<file path="src/rtl/frog_position_ctrl.sv">
// frog_position_ctrl
// Tracks the frog's (X, Y) cell on the Frogger playfield. It takes the
// one-cycle direction pulses, clamps moves at the playfield edges, and holds
// off further moves for a short time after each accepted move. It also
// detects the goal row and counts the score, and turns collision edges into
// lost lives and game over.

module frog_position_ctrl #(
    parameter int COLS        = 8,
    parameter int ROWS        = 8,
    parameter int XW          = 3,
    parameter int YW          = 3,
    parameter int START_X     = 3,
    parameter int START_Y     = 0,
    parameter int LIVES       = 3,
    parameter int LOCK_CYCLES = 4
) (
    input  logic          FP_CLOCK_50,
    input  logic          FP_RESET,
    input  logic          FP_UP,
    input  logic          FP_DOWN,
    input  logic          FP_LEFT,
    input  logic          FP_RIGHT,
    input  logic          FP_HIT,
    output logic [XW-1:0] FP_X,
    output logic [YW-1:0] FP_Y,
    output logic [1:0]    FP_LIVES,
    output logic [3:0]    FP_SCORE,
    output logic          FP_WIN,
    output logic          FP_OVER
);

    typedef enum logic [1:0] {PLAY, LOCK, WIN, OVER} state_t;

    localparam int            CW         = $clog2(LOCK_CYCLES + 1);
    localparam logic [XW-1:0] X_START    = XW'(START_X);
    localparam logic [XW-1:0] X_MAX      = XW'(COLS - 1);
    localparam logic [YW-1:0] Y_START    = YW'(START_Y);
    localparam logic [YW-1:0] Y_GOAL     = YW'(ROWS - 1);
    localparam logic [CW-1:0] LOCK_LOAD  = CW'(LOCK_CYCLES - 1);
    localparam logic [1:0]    LIVES_INIT = 2'(LIVES);

    state_t        state_q, state_d;
    logic [XW-1:0] x_q, x_d;
    logic [YW-1:0] y_q, y_d;
    logic [1:0]    lives_q, lives_d;
    logic [3:0]    score_q, score_d;
    logic [CW-1:0] lock_cnt_q, lock_cnt_d;
    logic          hit_prev_q;
    logic          hit_event;
    logic          move_ok;
    logic [XW-1:0] move_x;
    logic [YW-1:0] move_y;

    // A collision is counted once per rising edge, however long it is held.
    assign hit_event = FP_HIT & ~hit_prev_q;

    // Find the winning direction (UP > DOWN > LEFT > RIGHT) and the cell it
    // would lead to. Moves that would leave the playfield are not legal.
    always_comb begin
        move_ok = 1'b0;
        move_x  = x_q;
        move_y  = y_q;
        if (FP_UP) begin
            move_ok = (y_q != Y_GOAL);
            move_y  = y_q + YW'(1);
        end else if (FP_DOWN) begin
            move_ok = (y_q != '0);
            move_y  = y_q - YW'(1);
        end else if (FP_LEFT) begin
            move_ok = (x_q != '0);
            move_x  = x_q - XW'(1);
        end else if (FP_RIGHT) begin
            move_ok = (x_q != X_MAX);
            move_x  = x_q + XW'(1);
        end
    end

    // Compute the next state and the next datapath values. A hit in PLAY or
    // LOCK always wins over moves and over the lockout countdown.
    always_comb begin
        state_d    = state_q;
        x_d        = x_q;
        y_d        = y_q;
        lives_d    = lives_q;
        score_d    = score_q;
        lock_cnt_d = lock_cnt_q;
        case (state_q)
            PLAY, LOCK: begin
                if (hit_event) begin
                    x_d = X_START;
                    y_d = Y_START;
                    if (lives_q == 2'd1) begin
                        lives_d = 2'd0;
                        state_d = OVER;
                    end else begin
                        lives_d = lives_q - 2'd1;
                        state_d = PLAY;
                    end
                end else if (state_q == PLAY) begin
                    if (move_ok) begin
                        x_d = move_x;
                        y_d = move_y;
                        if (move_y == Y_GOAL) begin
                            state_d = WIN;
                        end else begin
                            lock_cnt_d = LOCK_LOAD;
                            state_d    = LOCK;
                        end
                    end
                end else if (lock_cnt_q == '0) begin
                    state_d = PLAY;
                end else begin
                    lock_cnt_d = lock_cnt_q - CW'(1);
                end
            end
            WIN: begin
                x_d     = X_START;
                y_d     = Y_START;
                score_d = score_q + 4'd1;
                state_d = PLAY;
            end
            default: begin
            end
        endcase
    end

    // State and datapath registers, restored as a group by the synchronous reset.
    always_ff @(posedge FP_CLOCK_50) begin
        if (FP_RESET) begin
            state_q    <= PLAY;
            x_q        <= X_START;
            y_q        <= Y_START;
            lives_q    <= LIVES_INIT;
            score_q    <= 4'd0;
            lock_cnt_q <= '0;
            hit_prev_q <= 1'b0;
        end else begin
            state_q    <= state_d;
            x_q        <= x_d;
            y_q        <= y_d;
            lives_q    <= lives_d;
            score_q    <= score_d;
            lock_cnt_q <= lock_cnt_d;
            hit_prev_q <= FP_HIT;
        end
    end

    assign FP_X     = x_q;
    assign FP_Y     = y_q;
    assign FP_LIVES = lives_q;
    assign FP_SCORE = score_q;
    assign FP_WIN   = (state_q == WIN);
    assign FP_OVER  = (state_q == OVER);

endmodule

</file>
<file path="config.mk">
export PLATFORM = sky130hd
export DESIGN_NAME = frog_position_ctrl
export DESIGN_NICKNAME = d
export VERILOG_FILES = /design/src/rtl/frog_position_ctrl.sv
export SDC_FILE = /design/constraint.sdc
export NUM_CORES = 1
export LEC_CHECK = 0
export CORE_ASPECT_RATIO = 1.5
export CORE_MARGIN = 1
export CORE_UTILIZATION = 55
export CTS_CLUSTER_DIAMETER = 40
export DETAILED_ROUTE_END_ITERATION = 10
export GPL_TIMING_DRIVEN = 0
export PLACE_DENSITY = 0.84
export SYNTH_ARGS = -nofsm -noshare
export SYNTH_HDL_FRONTEND = slang
export SYNTH_SLANG_ARGS = --single-unit
</file>
<file path="constraint.sdc">
create_clock -name FP_CLOCK_50 -period 5.4 [get_ports FP_CLOCK_50]
set_clock_uncertainty 0.2 [all_clocks]
set_input_delay 0.54 -clock FP_CLOCK_50 [delete_from_list [all_inputs] [get_ports FP_CLOCK_50]]
set_output_delay 0.54 -clock FP_CLOCK_50 [all_outputs]
set_load 0.02 [all_outputs]
</file>
; Word level (Yosys, flattened, before mapping)
; Cells that the tools add are included.
; W data, S select, Z words.
[totals]
reg_bits = 18
wordCells = 75
[classes]
add_sub_neg = 7
n_eq_ne = 17
n_mux = 30
bitwise = 3
n_reduce_logical = 11
[op_table]
columns = cell, n
row1 = $mux W3, 16
row2 = $ne A3 B3 Y1 const B, 6
row3 = $mux W2, 7
row4 = $ne A4 B4 Y1 const B, 3
row5 = $pmux W3 S2, 2
row6 = $sub A3 B1 Y3 const B, 3
row7 = $add A3 B1 Y3 const B, 2
row8 = $ne A2 B2 Y1 const B, 3
row9 = $reduce_and A3 Y1, 2
row10 = $reduce_and A6 Y1, 1
row11 = $reduce_bool A3 Y1, 2
row12 = $reduce_and A5 Y1, 1
row13 = $add A4 B1 Y4 const B, 1
row14 = $eq A2 B1 Y1 const B, 2
row15 = $eq A2 B2 Y1 const B, 2
row16 = $mux W1, 4
row17 = $pmux W2 S2, 1
row18 = $eq A3 B3 Y1 const B, 1
row19 = $logic_not A3 Y1, 1
row20 = $logic_not A2 Y1, 1
row21 = $not A1 Y1, 2
row22 = $reduce_and A2 Y1, 1
row23 = $reduce_bool A2 Y1, 1
row24 = $reduce_or A2 Y1, 1
row25 = 2 further kinds, 2

; Logic depth before layout (Yosys ltp)
; Gate-level depths: netlist of run 1.
[logic_depth]
ltp_word = 9
depth_mapped = 7
mapped_depth_nobuf = 7

; Worst setup path before layout of run 1
; OpenSTA, ideal clock, no wires.
[synth_timing]
path_kind = flip-flop to flip-flop
start = register y_q[0] (netlist: FP_Y[0])
end = register lock_cnt_q[0]
setup_time_ns = 0.120
t_arrival_ns = 2.058
required_ns = 5.080
slack_ns = 3.022
stages_incl_launch_ff = 8
n_path_buf = 0
synth_period_minus_slack_ns = 2.378
cell_sequence = dfxtp_1 inv_1 ha_1 or3b_1 and3_4 a211oi_4 nor2_2 o31a_1
[synth_between]
elab_chain_len = 6
elab_cells_between_ends = 12
cone_classes = add/sub (2) / eq/ne (4) / mux (4) / reduce/logical (2)
[synth_lines]
columns = item, line
row1 = from (decl), 45  ; logic [YW-1:0] y_q, y_d;
row2 = from (signal assigned), 141  ; y_q <= y_d;
row3 = $sub A3 B1 Y3, 69  ; move_y = y_q - YW'(1);
row4 = $mux W3, 67  ; end else if (FP_DOWN) begin
row5 = $mux W3, 64  ; if (FP_UP) begin
row6 = $eq A3 B3 Y1, 104  ; if (move_y == Y_GOAL) begin
row7 = $ne A2 B2 Y1 (no source line), n/a
row8 = $reduce_and A5 Y1 (no source line) (*), n/a
row9 = to (signal assigned), 144  ; lock_cnt_q <= lock_cnt_d;
row10 = to (decl), 48  ; logic [CW-1:0] lock_cnt_q, lock_cnt_d;
; Every way passes the cells marked *; elsewhere a longest branch is shown, timed or not.
; A chain may end at the register's enable or synchronous reset.

; Worst setup path after layout of run 1
[layout_timing]
start = register state_q[1]
end = output FP_WIN
[layout_between]
elab_chain_len = 1
[layout_lines]
columns = item, line
row1 = from (decl), 43  ; state_t state_q, state_d;
row2 = from (signal assigned), 139  ; state_q <= state_d;
row3 = $eq A2 B2 Y1, 153  ; assign FP_WIN = (state_q == WIN);
row4 = to (decl), 29  ; output logic FP_WIN,
; No other way between the ends.

==> results of run 1 <==
critical path: stages, from the launching register on:
cell and delay, ns:
dfxtp_1 0.31, buf_2 0.18, nor2b_1 0.14, buf_2 0.19
clkdlybuf4s50_1 0.63
cell type report:
type / count / area share [%]
Sequential cell: 18 / 25.3
Tap cell: 22 / 1.93
Multi-Input combinational cell: 104 / 52.3
Clock buffer: 3 / 1.58
Timing Repair Buffer: 19 / 13.4
Buffer: 6 / 2.29
Inverter: 12 / 3.17
through the flow:
stage / total power, mW / instance area, sq um / util [%] / instances
detailed placement: 0.317 / 1400 / 69.1 / 181
floorplan: 0.270 / 1180 / - / 140
global route: 0.406 / 1420 / 70.2 / 184
CTS: 0.383 / 1420 / 70.2 / 184
global placement: 0.310 / 1400 / 69.1 / 181
finish: 0.383 / 1420 / 70.2 / 184
path summary, 6_finish.rpt:
check	startpoint	end	slack, ns	cells past startpoint
setup / recovery	state_q[1]	FP_WIN	2.92	4
hold / removal	lock_cnt_q[0]	lock_cnt_q[0]	0.31	1
setup reg to reg	FP_Y[0]	lock_cnt_q[0]	2.98	7
hold reg to reg	lock_cnt_q[0]	lock_cnt_q[0]	0.31	1
cell usage in the layout (no fill, tap or decap), types with 2 or more instances in the layout:
cell,count
inv_1,12
o21ai_1,2
clkbuf_1,3
nand3_1,3
nand3b_1,3
clkbuf_4,3
nor2_1,13
nor4b_1,2
a21oi_1,7
o31a_1,3
a21boi_0,2
nand2b_1,6
dfxtp_1,18
ha_1,8
o22ai_1,3
a2bb2oi_1,2
buf_2,2
xor2_1,3
nor2b_1,3
nand2_1,10
clkdlybuf4s50_1,19
o21ai_0,5
cells in the mapped netlist (2+ instances only):
cell	instances
a21boi_0	2
o21ai_0	5
dfxtp_1	18
nand2b_1	6
ha_1	8
clkbuf_1	3
a2bb2oi_1	2
nor2_1	13
nor4b_1	2
o21ai_1	2
inv_1	12
o22ai_1	3
buf_2	2
o31a_1	3
nand3_1	3
a21oi_1	7
nor2b_1	3
nand3b_1	3
nand2_1	10
xor2_1	3
logic make-up (layout without fill, tap and decap cells):
kind of cell | count (synthesis) | count (layout) | share of synthesized area (%)
AND/OR/NAND/NOR | 53 | 53 | 25.5
AO/OA/AOI/OAI | 37 | 37 | 23.5
flip-flops | 18 | 18 | 30.5
buffers and inverters | 18 | 40 | 6.56
adder cells (fa/ha/maj) | 9 | 9 | 10.2
XOR/XNOR | 4 | 4 | 2.96
multiplexers | 1 | 1 | 0.847
per-layer routing:
layer	share of wire, %	up-vias	GRT usage, %
li1	-	543	-
met5	0	-	0
met3	3.9	7	3.77
met1	41	521	26.1
met4	2.2	0	13.3
met2	53	27	44.0
flip-flops by register name (all words and copies together), names as in the netlist:
| name | count |
|---|---|
| FP_LIVES | 2 |
| FP_SCORE | 4 |
| FP_X | 3 |
| FP_Y | 3 |
| hit_prev_q | 1 |
| lock_cnt_q | 3 |
| state_q | 2 |
power by group:
group	total, mW	internal, mW	switching [mW]
logic	0.150	0.0685	0.0814
clock network	0.0677	0.0260	0.0417
registers	0.165	0.148	0.0171
total	0.383	0.243	0.140
==> impl_metrics.csv, run 1 <==
group,metric,value,unit
run_status,outcome,"finished, final reports clean",
worst_setup_path,crit_required,4.66,ns
logic_synthesis,synth_top_cell_area_share,30.5,%
floorplanning,initial_core_util,58.3,%
sta,max_slew_margin,52.5,%
logic_synthesis,ys_types,50,
cells_and_area,drive_above_1_share,8.64,%
cells_and_area,syn2layout_area_growth,20.3,%
grt,grt-ovfl-total,0,
cells_and_area,regArea,360,sq um
sta,rsz0062_at_grt,"no",
logic_synthesis,synth_edf_count,0,
routing,drc_errors,0,
place,hpwl,2000,microns
cells_and_area,multi_input_area,744,sq um
sta,fin_crit_sh,46.0,%
clock_tree,cts_setup_buffers,0,
routing,dr.pass1.iters,4,
floorplanning,die-area,0.00234,sq mm
grt,grt_max_degree,11,
floorplanning,die_w,39.9,microns
grt,antenna_found_initial,0,
sta,tightestPinTransition,0.707,ns
sta,fin_crit,2.48,ns
floorplanning,fp.dieH,58.8,microns
worst_setup_path,path_max_fanout,10,
place,place_congestion,0.827,
sta,final-hold-violation-count,0,
routing,viasPerCell,5.97,
grt,grt_pass1_wl,4050,microns
worst_setup_path,startpoint_type,"register",
sta,slew_violations,0,
logic_synthesis,ys.flop_type,"dfxtp_1",
worst_setup_path,path_class,"register to output pin",
sta,final.setup.worst_slack,2.92,ns
routing,wl_per_cell,14.3,microns
logic_synthesis,synthTopCellsByArea,"dfxtp_1, ha_1, nor2_1",
clock_tree,cts_htree_levels,1,
sta,tns,0,ns
sta,setup_viol,0,
flow_run,maxCapViolCount,0,
power_and_ir_drop,power.density,269,mW/mm^2
clock_tree,root_buffer,"clkbuf_4",
clock_tree,insertion_delay,0.30,ns
clock_tree,ctsResizeCount,0,
routing,wirelength,2640,microns
logic_synthesis,ys_seq_area_share,30.5,%
grt,grt_pass1_vias,996,
clock_tree,clk_pin_slew_worst_paths,0.10,ns
logic_synthesis,synth_cells,140,
grt,grt_usage,24.8,%
routing,drt_iter0_drc,29,
logic_synthesis,async_flop_share,0,%
clock_tree,numCtsBuffers,3,
sta,max_freq,403,MHz
logic_synthesis,synth_warnings,0,
logic_synthesis,syn-num-nets,156,
cells_and_area,layout.nets,180,
min_path,min_path_type,"register to register",
floorplanning,rows,20,
worst_setup_path,cp_data_arrival_time,1.74,ns
clock_tree,clk_path_buf_depth,2,
sta,timing.hold.ws,0.310,ns
cells_and_area,num_antenna_cells,0,
power_and_ir_drop,p_leak,0.576,nW
logic_synthesis,synth_seq_cells,18,
routing,vias,1098,
place,port_buffers,19,
clock_tree,cts_hold_buffers,0,
power_and_ir_drop,irDropWorstVdd,171,uV
cells_and_area,fillCellCount,181,
floorplanning,core,0.00203,sq mm
floorplanning,io_pins,21,
logic_synthesis,avgSynthCellArea,8.45,sq um
clock_tree,tritoncts,"done",
logic_synthesis,synth_top_cell_by_area,"dfxtp_1",
place,pre_cts_slack,2.70,ns
logic_synthesis,syn-cell-area,0.00118,sq mm
worst_setup_path,crit_path_end_kind,"output pin",
clock_tree,cts_sinks,18,
routing,drtAntennaViolNets,0,
Power figures use the tool's default switching activity.
==> inputs of run 2 (changes only) <==
CORE_UTILIZATION = 51   (was 55)
PLACE_DENSITY = 0.79   (was 0.84)
clock period = 2.6 ns   (was 5.4 ns; I/O delays follow)
==> impl_metrics.csv, run 2 (same netlist as run 1, synthesis figures left out) <==
group,metric,value,unit
run_status,outcome,"finished, final reports clean",
routing,wl_met1,1130,microns
floorplanning,core,0.00221,sq mm
cells_and_area,post-route-util,64.5,%
sta,slew_violations,0,
routing,drt_iter0_drc,37,
sta,rsz0062_at_grt,"no",
floorplanning,die_w,41.3,microns
clock_tree,numCtsBuffers,3,
sta,tightestPinTransition,0.715,ns
routing,drtAntennaViolNets,0,
clock_tree,cts_hold_buffers,0,
power_and_ir_drop,p_leak,0.576,nW
floorplanning,io_pins,21,
cells_and_area,drive_above_1_share,8.64,%
worst_setup_path,crit_required,2.60,ns
place,port_buffers,19,
cells_and_area,largest_register_ff_count,4,
cells_and_area,fillCellCount,205,
grt,grt_pass1_wl,4210,microns
routing,drc_errors,0,
cells_and_area,final_common_cell,"clkdlybuf4s50_1",
sta,max_slew_margin,52.0,%
worst_setup_path,startpoint_type,"register",
min_path,min_path_type,"primary input to register",
routing,wirelength,2750,microns
sta,final-hold-violation-count,0,
cells_and_area,regArea,360,sq um
clock_tree,cts_setup_buffers,0,
sta,max_freq,415,MHz
clock_tree,root_buffer,"clkbuf_4",
clock_tree,tritoncts,"done",
power_and_ir_drop,irDropWorstVdd,338,uV
cells_and_area,layout.nets,180,
clock_tree,clk_pin_slew_worst_paths,0.10,ns
floorplanning,rows,21,
sta,fin_crit_sh,92.8,%
flow_run,maxCapViolCount,0,
routing,highest_layer,"met4",
sta,setup_viol,0,
floorplanning,die-area,0.00252,sq mm
grt,grt_usage,24.6,%
place,place_area,0.00140,sq mm
clock_tree,cts_sinks,18,
sta,timing.hold.ws,0.135,ns
cells_and_area,syn2layout_area_growth,20.4,%
grt,antenna_found_initial,0,
routing,met2_length,1450,microns
routing,wl_per_cell,14.9,microns
clock_tree,cts_htree_levels,1,
clock_tree,clk_path_buf_depth,2,
clock_tree,ctsResizeCount,0,
grt,grt-ovfl-total,0,
worst_setup_path,cp_data_arrival_time,2.41,ns
worst_setup_path,path_class,"register to register",
power_and_ir_drop,finalPower,801,uW
place,hpwl,2050,microns
sta,fin_crit,2.41,ns
clock_tree,insertion_delay,0.30,ns
floorplanning,fp.dieH,61.0,microns
sta,tns,0,ns
routing,viasPerCell,6.04,
worst_setup_path,path_max_fanout,5,
cells_and_area,layout_common_cells,"clkdlybuf4s50_1, dfxtp_1, nor2_1, inv_1, nand2_1",
grt,grt_pass1_vias,1017,
power_and_ir_drop,power.density,562,mW/mm^2
worst_setup_path,crit_path_end_kind,"register",
cells_and_area,num_antenna_cells,0,
routing,dr.pass1.iters,4,
routing,vias,1118,
routing,wl_met3,114,microns
cells_and_area,multi_input_area,744,sq um
place,place_congestion,0.825,
floorplanning,initial_core_util,53.6,%
cells_and_area,fin_area,0.00142,sq mm
grt,grt_max_degree,11,
run 2: cell counts in the layout (fill, tap and decap cells not counted):
Identical to the previous run, type by type.
run 2: metrics by stage:
stage	std cells	setup slack, ns
finish	185	0.188
global route	185	0.0871
CTS	185	0.188
detailed placement	182	0.199
global placement	182	0.200
floorplan	140	0.222
run 2: power breakdown:
group,leakage (nW),internal [mW],switching [mW]
combinational,0.415,0.143,0.174
clock,0.0138,0.0541,0.0864
sequential,0.148,0.308,0.0358
total,0.576,0.505,0.296
run 2: worst max-delay path, cell delays in order, from the launching register on:
cell and delay [ns]:
dfxtp_1 0.46, inv_1 0.14, ha_1 0.34, or3b_1 0.36
and3_4 0.20, a211oi_4 0.24, nor2_2 0.09, o31a_1 0.28
run 2: path summary, 6_finish.rpt:
kind         depth (start not counted)            end          start  slack, ns
max reg2reg                          7  lock_cnt_q[1]        FP_Y[0]       0.19
min                                  4        FP_Y[1]          FP_UP       0.13
max                                  7  lock_cnt_q[1]        FP_Y[0]       0.19
min reg2reg                          1  lock_cnt_q[0]  lock_cnt_q[0]       0.32
run 2: layer usage:
layer / vias to the layer above / track usage (%)
li1: 540 / -
met1: 539 / 26.3
met2: 32 / 43.3
met3: 7 / 3.66
met4: 0 / 13.4
met5: - / 0
run 2: cell type report:
| cell class | count | area share, % |
|---|---|---|
| tap | 23 | 2.02 |
| inverter | 12 | 3.16 |
| clock buffer | 3 | 1.58 |
| multi-input combinational | 104 | 52.3 |
| sequential | 18 | 25.3 |
| buffer | 6 | 2.28 |
| timing repair buffer | 19 | 13.4 |
